==> src/rtl/chnl_rx_fifo.sv <==
// chnl_rx_fifo: responder end of a channel valid/ready link, buffering words in a FWFT FIFO
//   clk_i, rst_i           clock, synchronous active-high reset
//   en_i                   channel enable, gates acceptance only
//   ch_data_i/ch_valid_i   initiator word and valid
//   ch_ready_o             responder can accept this cycle
//   ch_margin_o            registered free-entry count
//   a_val_o/a_data_o       head-of-FIFO word, first-word-fall-through
//   a_pop_i                arbiter consumes the head word
//   acc_cnt_o              registered accepted-word counter
module chnl_rx_fifo #(
    parameter int DW    = 32,
    parameter int DEPTH = 32,
    parameter int MW    = $clog2(DEPTH) + 1
) (
    input  logic          clk_i,
    input  logic          rst_i,
    input  logic          en_i,
    input  logic [DW-1:0] ch_data_i,
    input  logic          ch_valid_i,
    output logic          ch_ready_o,
    output logic [MW-1:0] ch_margin_o,
    output logic          a_val_o,
    output logic [DW-1:0] a_data_o,
    input  logic          a_pop_i,
    output logic [15:0]   acc_cnt_o
);
    localparam int AW = $clog2(DEPTH);
    logic [DW-1:0] r_mem [DEPTH];
    logic [AW-1:0] r_wr_ptr, r_rd_ptr;
    logic [MW-1:0] r_count, r_margin, w_count_next;
    logic [15:0]   r_acc_cnt;
    logic          w_push, w_pop;
    // Full blocks ready even when a pop is pending: no full bypass.
    assign ch_ready_o   = !rst_i && en_i && (r_count != MW'(DEPTH));
    assign a_val_o      = (r_count != '0);
    assign a_data_o     = a_val_o ? r_mem[r_rd_ptr] : '0;
    assign w_push       = ch_valid_i && ch_ready_o;
    // Pop needs a stored word, so a push into an empty FIFO is never popped in the same cycle.
    assign w_pop        = a_pop_i && a_val_o;
    assign w_count_next = r_count + MW'(w_push) - MW'(w_pop);
    assign ch_margin_o  = r_margin;
    assign acc_cnt_o    = r_acc_cnt;
    always_ff @(posedge clk_i) begin
        if (w_push) r_mem[r_wr_ptr] <= ch_data_i;
    end
    always_ff @(posedge clk_i) begin
        if (rst_i) begin
            r_wr_ptr  <= '0;
            r_rd_ptr  <= '0;
            r_count   <= '0;
            r_margin  <= MW'(DEPTH);
            r_acc_cnt <= '0;
        end else begin
            r_wr_ptr  <= w_push ? r_wr_ptr + AW'(1) : r_wr_ptr;
            r_rd_ptr  <= w_pop ? r_rd_ptr + AW'(1) : r_rd_ptr;
            r_count   <= w_count_next;
            r_margin  <= MW'(DEPTH) - w_count_next;
            r_acc_cnt <= w_push ? r_acc_cnt + 16'd1 : r_acc_cnt;
        end
    end
endmodule

==> config.mk <==
export PLATFORM = sky130hd
export DESIGN_NAME = chnl_rx_fifo
export DESIGN_NICKNAME = d
export VERILOG_FILES = /design/src/rtl/chnl_rx_fifo.sv
export SDC_FILE = /design/constraint.sdc
export NUM_CORES = 1
export LEC_CHECK = 0
export CORE_AREA = 2 2 265 267
export CTS_CLUSTER_SIZE = 10
export DETAILED_ROUTE_END_ITERATION = 16
export DIE_AREA = 0 0 267 269
export HOLD_SLACK_MARGIN = 0.05
export PLACE_DENSITY_LB_ADDON = 0.1
export SLEW_MARGIN = 30
export SYNTH_ARGS = -nofsm -noshare
export SYNTH_HDL_FRONTEND = slang
export SYNTH_SLANG_ARGS = --single-unit
==> constraint.sdc <==
create_clock -name clk_i -period 3.9 [get_ports clk_i]
set_input_delay 0.78 -clock clk_i [delete_from_list [all_inputs] [get_ports clk_i]]
set_output_delay 0.78 -clock clk_i [all_outputs]
set_load 0.02 [all_outputs]
* Word level (Yosys, flattened, before mapping) *
Memories as Yosys holds them, arrays and structs flattened. A register that Yosys moved wholly into a read port is not among the register bits.
Cells that the tools add are included.

cells by class
  $add $sub $neg = 6
  equality and inequality tests = 1
  muxes and demuxes = 5
  reduce and logical (&&, ||, !) cells = 6

operators by type and width
  cell                                           count
  two-way mux 32 bit                             1
  adder 16 x 1 -> 16 bit, second input constant  1
  adder 5 x 1 -> 5 bit, second input constant    2
  two-way mux 5 bit                              2
  adder 6 x 1 -> 6 bit                           1
  != test 6 bit, second input constant           1
  nonzero test 6 bit                             1
  subtractor 6 x 1 -> 6 bit                      1
  subtractor 6 bit, first input constant         1
  logical AND 1 bit                              4
  two-way mux 1 bit                              2
  logical NOT 1 bit                              1

storage, ports and cells
  bits in registers = 38
  memory bits (writable) = 1024
  bits of input ports = 37
  memories kept = 1

memories
  name   depth  bits a word  rd ports  clocked after Yosys merged registers in  write ports  RTL line  text
  r_mem  32     32           1         1                                        1            28        logic [DW-1:0] r_mem [DEPTH];

* Depth between registers and ports, before layout *
Gate-level depths: netlist of run 1.

  depth after elaboration = 7
  mapped depth = 16
  depth with buffers taken out = 15

* Least setup slack after synthesis of run 1 *
Ideal clock, no wire load.

  path type = in2reg
  start point = input port rst_i
  end point = register r_margin[5], in the netlist ch_margin_o[5]
  library setup time = 117 ps
  arrival time = 3514 ps
  setup slack = 269 ps
  stages on the path = 12
  buffers on the path = 0
  path through = nand2b_4 > nor3_4 > inv_2 > ha_1 > inv_1 > ha_1 > fa_1 > and3b_1 > or4_1 > a2111oi_0 > xor2_1 > nand2b_1

between the ends
  cells in the longest elaborated chain, start to end = 7

RTL lines
  what                             RTL line  text
  start, declared                  16        input logic rst_i,
  logical NOT 1 bit                34        assign ch_ready_o = !rst_i && en_i && (r_count != MW'(DEPTH));
  logical AND 1 bit (2 in series)  34
  logical AND 1 bit                37        assign w_push = ch_valid_i && ch_ready_o;
  adder 6 x 1 -> 6 bit             40        assign w_count_next = r_count + MW'(w_push) - MW'(w_pop);
  subtractor 6 x 1 -> 6 bit        40
  subtractor 6 bit                 57        r_margin <= MW'(DEPTH) - w_count_next;
  end signal, assigned             51        r_margin <= MW'(DEPTH);
  end signal, assigned             57
  end, declared                    30        logic [MW-1:0] r_count, r_margin, w_count_next;

Parallel ways exist; a longest one is shown, timed or not.
A chain may end at the register's enable or synchronous reset.

==> run summary, run 1 <==
CP Capture Type - primary output
DR vias - 19955
GRT Overall Usage - 0.272
Largest net degree at the start of global routing - 47
Power Internal - 21.1 mW
Longest Clk Path Bufs - 3
Met3 routed WL - 7130 um
Final ANT Viol Nets - 0
Avg Cell Area, Syn - 22.8 um^2
Highest clock rate - 0.260 GHz
Yosys top cell area share - 0.752
Hold Path Depth - 2
# clock sinks - 1066
GPL Wtd Cong - 0.772
Sequential Power Share - 0.451
CP arrival - 3.07 ns
Die area - 71800 um^2
Clock Power Share - 0.336
Post-Syn Area - 40900 um^2
Clk_skew - 0.0271 ns
Design Power - 28.2 mW
Initial Util - 0.590
Top Metal Used - met4
Total global routing overflow - 0
Layout cells sized above 1 - 0.321
Outcome - finished, final reports clean
WL met2 - 48800 um
Yosys warns - 0
Sw Share - 0.250
PortBufs - 92
First drt pass iteration count - 5
First-pass GRT wire length - 138000 um
Leading area contributor after synthesis - edfxtp_1
Required time of the critical path - 3.12 ns
I/O pins - 93
Slew HR - 0.473
Post-synth EDFFs - 1024
Clk root buf - clkbuf_16
Slew @ Worst Pin - 0.784 ns
Leakage - 14.8 nW
R2R depth - 15
Min cycle time layout - 3.85 ns
Num CTS Buffers - 117
Worst ir drop on vdd - 0.000359 V
Initial antenna violation count - 2
FP Rows - 97
Seq/Total Area, Yosys - 0.773
P_sw - 7.05 mW
Final hold vios - 0
Crit Path Category - reg -> out
Met1 WL - 37700 um
Most common flop cell mapped by yosys - edfxtp_1
NumNets Final - 2122
Initial DRC count - 2066
Sum Neg Setup Slack - 0 ns
Synth area leaders - edfxtp_1, mux4_2, dfxtp_1
Critical Path Fanout Max - 9
Syn-to-layout area delta - 16.3%
Setup-failing EPs final - 0
Ys async rst share - 0
Startpoint Class - flip-flop
DR vias/cell - 6.55
H-tree levels - 3
Worst skew pair latency - 0.67 ns
Logic pwr share - 0.213
Netlist cell types - 44
Max-cap viol count - 0
Clock transition at path regs - 0.05 ns
Max Slew Vio Count - 0
Avg WL per Cell - 31.4 um
#FFs+latches synth - 1066
Drt drc - 0
Cells after Synth - 1796
Final period utilization - 0.987
FILL cells - 4237
Core area - 69300 um^2
Detailed-route wire length - 95600 um
Vias in the first global route - 20303
Die H - 269 um
CTS tree - done
RSZ-0062 raised after global routing - yes
PwrDens - 593 nW/um^2
Hpwl dp - 53600 um
Hold crit path type - reg -> reg
Die width - 267 um
Syn nets - 1850
==> final cells by class <==
class                   count  area, um^2  share of cell area
clock buffers             150        3120              0.0655
well taps                 940        1180              0.0247
flip-flops and latches   1066       31600               0.665
clock inverters             4        42.5            0.000895
inverters                  47         176             0.00371
diodes                      2        5.00            0.000105
multi-input cells         588        8900               0.187
repair buffers            248        2520              0.0530
==> per-layer routing <==
metal | GRT usage | up-vias
met4 | 0.0739 | 0
met5 | 0 | -
met1 | 0.379 | 10786
li1 | - | 8120
met2 | 0.458 | 898
met3 | 0.0427 | 151
==> Yosys cell counts, types with 4 or more instances <==
cell type / instances
dfxtp_1: 42
clkbuf_1: 40
buf_1: 8
xor2_1: 14
nand4_1: 10
ha_1: 16
buf_2: 31
mux4_2: 288
buf_4: 13
a21oi_1: 6
nor2_1: 70
o221ai_1: 32
xnor2_1: 11
a221oi_1: 32
edfxtp_1: 1024
nor2b_1: 4
nand3_1: 10
or3_1: 5
nand2_1: 20
mux2i_1: 34
inv_1: 46
==> registers in the layout (all words and copies together), names as in the netlist, named ones only <==
name	flops
ch_margin_o	5
r_mem	1024
r_count	6
r_rd_ptr	5
acc_cnt_o	16
r_wr_ptr	5
==> repair_timing <==
item | in CTS | in global routing
endpoints found under the setup margin | 31 | 25
cloned | 2 | 1
resized for setup | 76 | 33
hold buffers | 0 | 0
buffers inserted | 15 | 15
==> final timing paths <==
path	start	to	slack (ns)
hold reg to reg	acc_cnt_o[15]	acc_cnt_o[15]	0.49
setup reg to reg	r_count[2]	ch_margin_o[5]	0.27
setup / recovery	flip-flop	a_data_o[9]	0.05
hold / removal	acc_cnt_o[15]	acc_cnt_o[15]	0.49
==> placed cells by master, fill, tap and decap left out, drive strengths merged, types with 4 or more instances in the layout <==
cell type	n
ha	16
nor3	4
dfxtp	42
o221ai	32
edfxtp	1024
clkdlybuf4s15	15
mux4	288
clkdlybuf4s50	28
mux2i	34
clkbuf	158
nor2	70
nand4	10
buf	193
or3	5
inv	50
nor2b	4
xnor2	11
a221oi	32
xor2	14
a21oi	6
nand2	20
nand3	10
==> logic make-up after synthesis <==
kind of cell,Yosys count,share of synthesized area
buffers and inverters,142,0.0157
flip-flops,1066,0.773
XOR/XNOR,25,0.00536
AND/OR/NAND/NOR,146,0.0178
AO/OA/AOI/OAI,78,0.0158
adder cells (fa/ha/maj),17,0.00539
multiplexers,322,0.167
==> power groups by stage <==
stage / registers, mW / clock network (mW) / logic (mW)
6_report: 12.7 / 9.47 / 6.01
5_1_grt: 12.7 / 10.1 / 6.38
4_1_cts: 12.7 / 9.64 / 5.94
3_5_place_dp: 13.0 / 0 / 5.70
3_3_place_gp: 13.0 / 0 / 5.65
2_1_floorplan: 12.9 / 0 / 3.69
==> critical path, cell delays in order (launching register included) <==
cell and delay (ns):
dfxtp_4 0.37, buf_12 0.17, buf_16 0.17, buf_4 0.13
mux4_2 0.48, mux4_2 0.47, inv_1 0.09, a221oi_1 0.12
dlygate4sd2_1 0.38
==> per-stage QoR <==
stage | instance area (um^2) | utilization | setup WS (ns) | instances | hold WS, ns
floorplan | 40900 | - | 0.269 | 1796 | 0.482
global placement | 44100 | 0.637 | -0.209 | 2856 | 0.469
detailed placement | 44100 | 0.637 | -0.283 | 2856 | 0.479
CTS | 47500 | 0.686 | -0.0662 | 3027 | 0.487
global route | 47500 | 0.686 | -0.0439 | 3043 | 0.514
finish | 47500 | 0.686 | 0.0489 | 3045 | 0.490
Note: power is estimated with default switching activity, not from simulation.
==> run 2, diff against run 1 <==
Settings changed: CORE_AREA 2 2 265 267 to 2 2 274 276, DIE_AREA 0 0 267 269 to 0 0 276 278, PLACE_DENSITY set to 0.78, PLACE_DENSITY_LB_ADDON 0.1 to unset.
Clock period 3.9 ns to 3.3 ns, I/O delays scaled along.
==> run summary, run 2 (synthesis gave the netlist of run 1 again) <==
Outcome - finished with violations
Failing checks - design-rule violations, negative setup slack
CTS tree - done
Crit Path Category - reg -> out
Die width - 276 um (+3.4%)
Worst skew pair latency - 0.68 ns (about the same)
Worst ir drop on vdd - 0.000685 V (+91%)
R2R depth - 14 (-1)
Max Slew Vio Count - 0 (unchanged)
Initial antenna violation count - 4 (+2)
NumNets Final - 2162 (+1.9%)
Initial DRC count - 2913 (+41%)
First-pass GRT wire length - 154000 um (+12%)
Longest Clk Path Bufs - 3 (unchanged)
Largest net degree at the start of global routing - 42 (-11%)
DR vias/cell - 6.91 (+5.4%)
Die area - 76700 um^2 (+6.8%)
Setup ws final - -0.349 ns (-0.397 ns)
Hpwl dp - 52800 um (-1.5%)
Design Power - 34.8 mW (+24%)
Startpoint Class - flip-flop
RSZ-0062 raised after global routing - yes
Slew HR - 0.442 (-0.0304)
Layout cells sized above 1 - 0.367 (+0.0452)
FILL cells - 4308 (+1.7%)
Num CTS Buffers - 117 (unchanged)
Hold crit path type - in -> reg
Die H - 278 um (+3.3%)
Post-CTS Hold Buffers - 0 (unchanged)
Critical path's largest stage delay - 0.52 ns (+0.04 ns)
Clock transition at path regs - 0.05 ns (about the same)
GRT Overall Usage - 0.282 (+0.00986)
Final Core Density - 0.660 (-0.0262)
# clock sinks - 1066 (unchanged)
FP Rows - 100 (+3.1%)
Most frequent cells in the layout - edfxtp_1, mux4_2, clkbuf_16
Final period utilization - 1.11
CP arrival - 2.99 ns (-0.08 ns)
Vias in the first global route - 22017 (+8.4%)
Leakage - 15.2 nW (+2.6%)
Total global routing overflow - 0 (unchanged)
Critical Path Fanout Max - 6 (-3)
Final ANT Viol Nets - 0 (unchanged)
Crit-path most repeated cell - buf_4
Avg WL per Cell - 35.3 um (+12%)
Critical path cell sequence - buf_8, buf_12, buf_4, buf_4, mux4_2, mux4_2, inv_4, a221oi_2, buf_4
PortBufs - 92 (unchanged)
Detailed-route wire length - 109000 um (+14%)
Initial Util - 0.554 (-0.0361)
Final hold vios - 0 (unchanged)
I/O pins - 93 (unchanged)
Syn-to-layout area delta - 19.2%
Min cycle time layout - 3.65 ns
Drt drc - 1 (+1)
Leading cell type in the layout, fill and taps excluded - edfxtp_1
H-tree levels - 3 (unchanged)
Fin cells - 3100 (+1.8%)
Max-cap viol count - 0 (unchanged)
Highest clock rate - 0.274 GHz
Hold Path Depth - 1 (-1)
Sum Neg Setup Slack - -8.80 ns (-8.80 ns)
Core area - 73800 um^2 (+6.5%)
GPL Wtd Cong - 0.803 (+4.0%)
Required time of the critical path - 2.64 ns (-0.48 ns)
PwrDens - 715 nW/um^2 (+21%)
DR vias - 21412 (+7.3%)
Max reg flops - 1024 (unchanged)
CP Capture Type - primary output
Dpl ws - -0.636 ns (-0.353 ns)
Setup-failing EPs final - 32 (+32)
Slew @ Worst Pin - 0.829 ns (+0.0452 ns)
Critical path's slowest cell - mux4_2
Largest Register - r_mem
Clk_skew - 0.0154 ns (-0.0117 ns)
Placed Cells - 2909 (+1.9%)
First drt pass iteration count - 12 (+7)
Clk root buf - clkbuf_16
[run 2: cell count changes in the layout (fill, tap and decap cells not counted), moves of 9 or more]
cell	delta
a221oi_1	-12
buf_12	+30
buf_6	+16
clkbuf_1	-17
clkdlybuf4s15_2	-9
inv_1	-28
inv_2	+23
[run 2: power breakdown]
group	leakage (nW)	internal, mW	switching (mW)
Sequential	9.55	14.9	0.0946
Combinational	4.10	4.30	4.13
Clock	1.53	6.38	4.96
[run 2: final timing paths]
kind                     start        endpoint  slack [ns]
setup / recovery     flip-flop     a_data_o[3]       -0.35
hold reg to reg   acc_cnt_o[7]    acc_cnt_o[7]        0.52
hold / removal    ch_data_i[7]     r_mem[8][7]        0.48
setup reg to reg    r_count[2]  ch_margin_o[5]        0.11
[run 2: final cells by class]
type,instances,area (um^2),area share
inverters,47,189,0.00388
well taps,969,1210,0.0249
diodes,1,2.50,0.0000514
repair buffers,288,3380,0.0695
multi-input cells,588,9180,0.189
clock inverters,9,109,0.00223
flip-flops and latches,1066,31600,0.649
clock buffers,132,3030,0.0621
[run 2: critical path: cells and delay by family, from the launching register on]
kind	cells	cell delay, ns
buffers and inverters	6	0.81
AOI/OAI and AO/OA	1	0.09
muxes	2	1.02
DFF	1	0.39
[run 2: layer usage]
metal	up-vias	wire length, um	global-route usage
met1	11158	37400	0.360
met3	292	11300	0.0567
met2	1767	56600	0.482
met4	4	4150	0.110
li1	8191	-	-
met5	-	20	0
[run 2: per-stage QoR]
stage | hold slack, ns | cell area [um^2]
after floorplan | 0.482 | 40900
after global placement | 0.473 | 44700
after detailed placement | 0.491 | 44700
after CTS | 0.508 | 48600
after global routing | 0.491 | 48700
final | 0.485 | 48700
[run 2: timing repair]
item                                   in CTS  in global routing
gates resized for setup                   240                 49
endpoints found under the hold margin       0                  0
setup buffers                              35                 15
gates cloned                                8                  3
setup endpoints to repair                  34                 34
pin swaps                                   9                 11
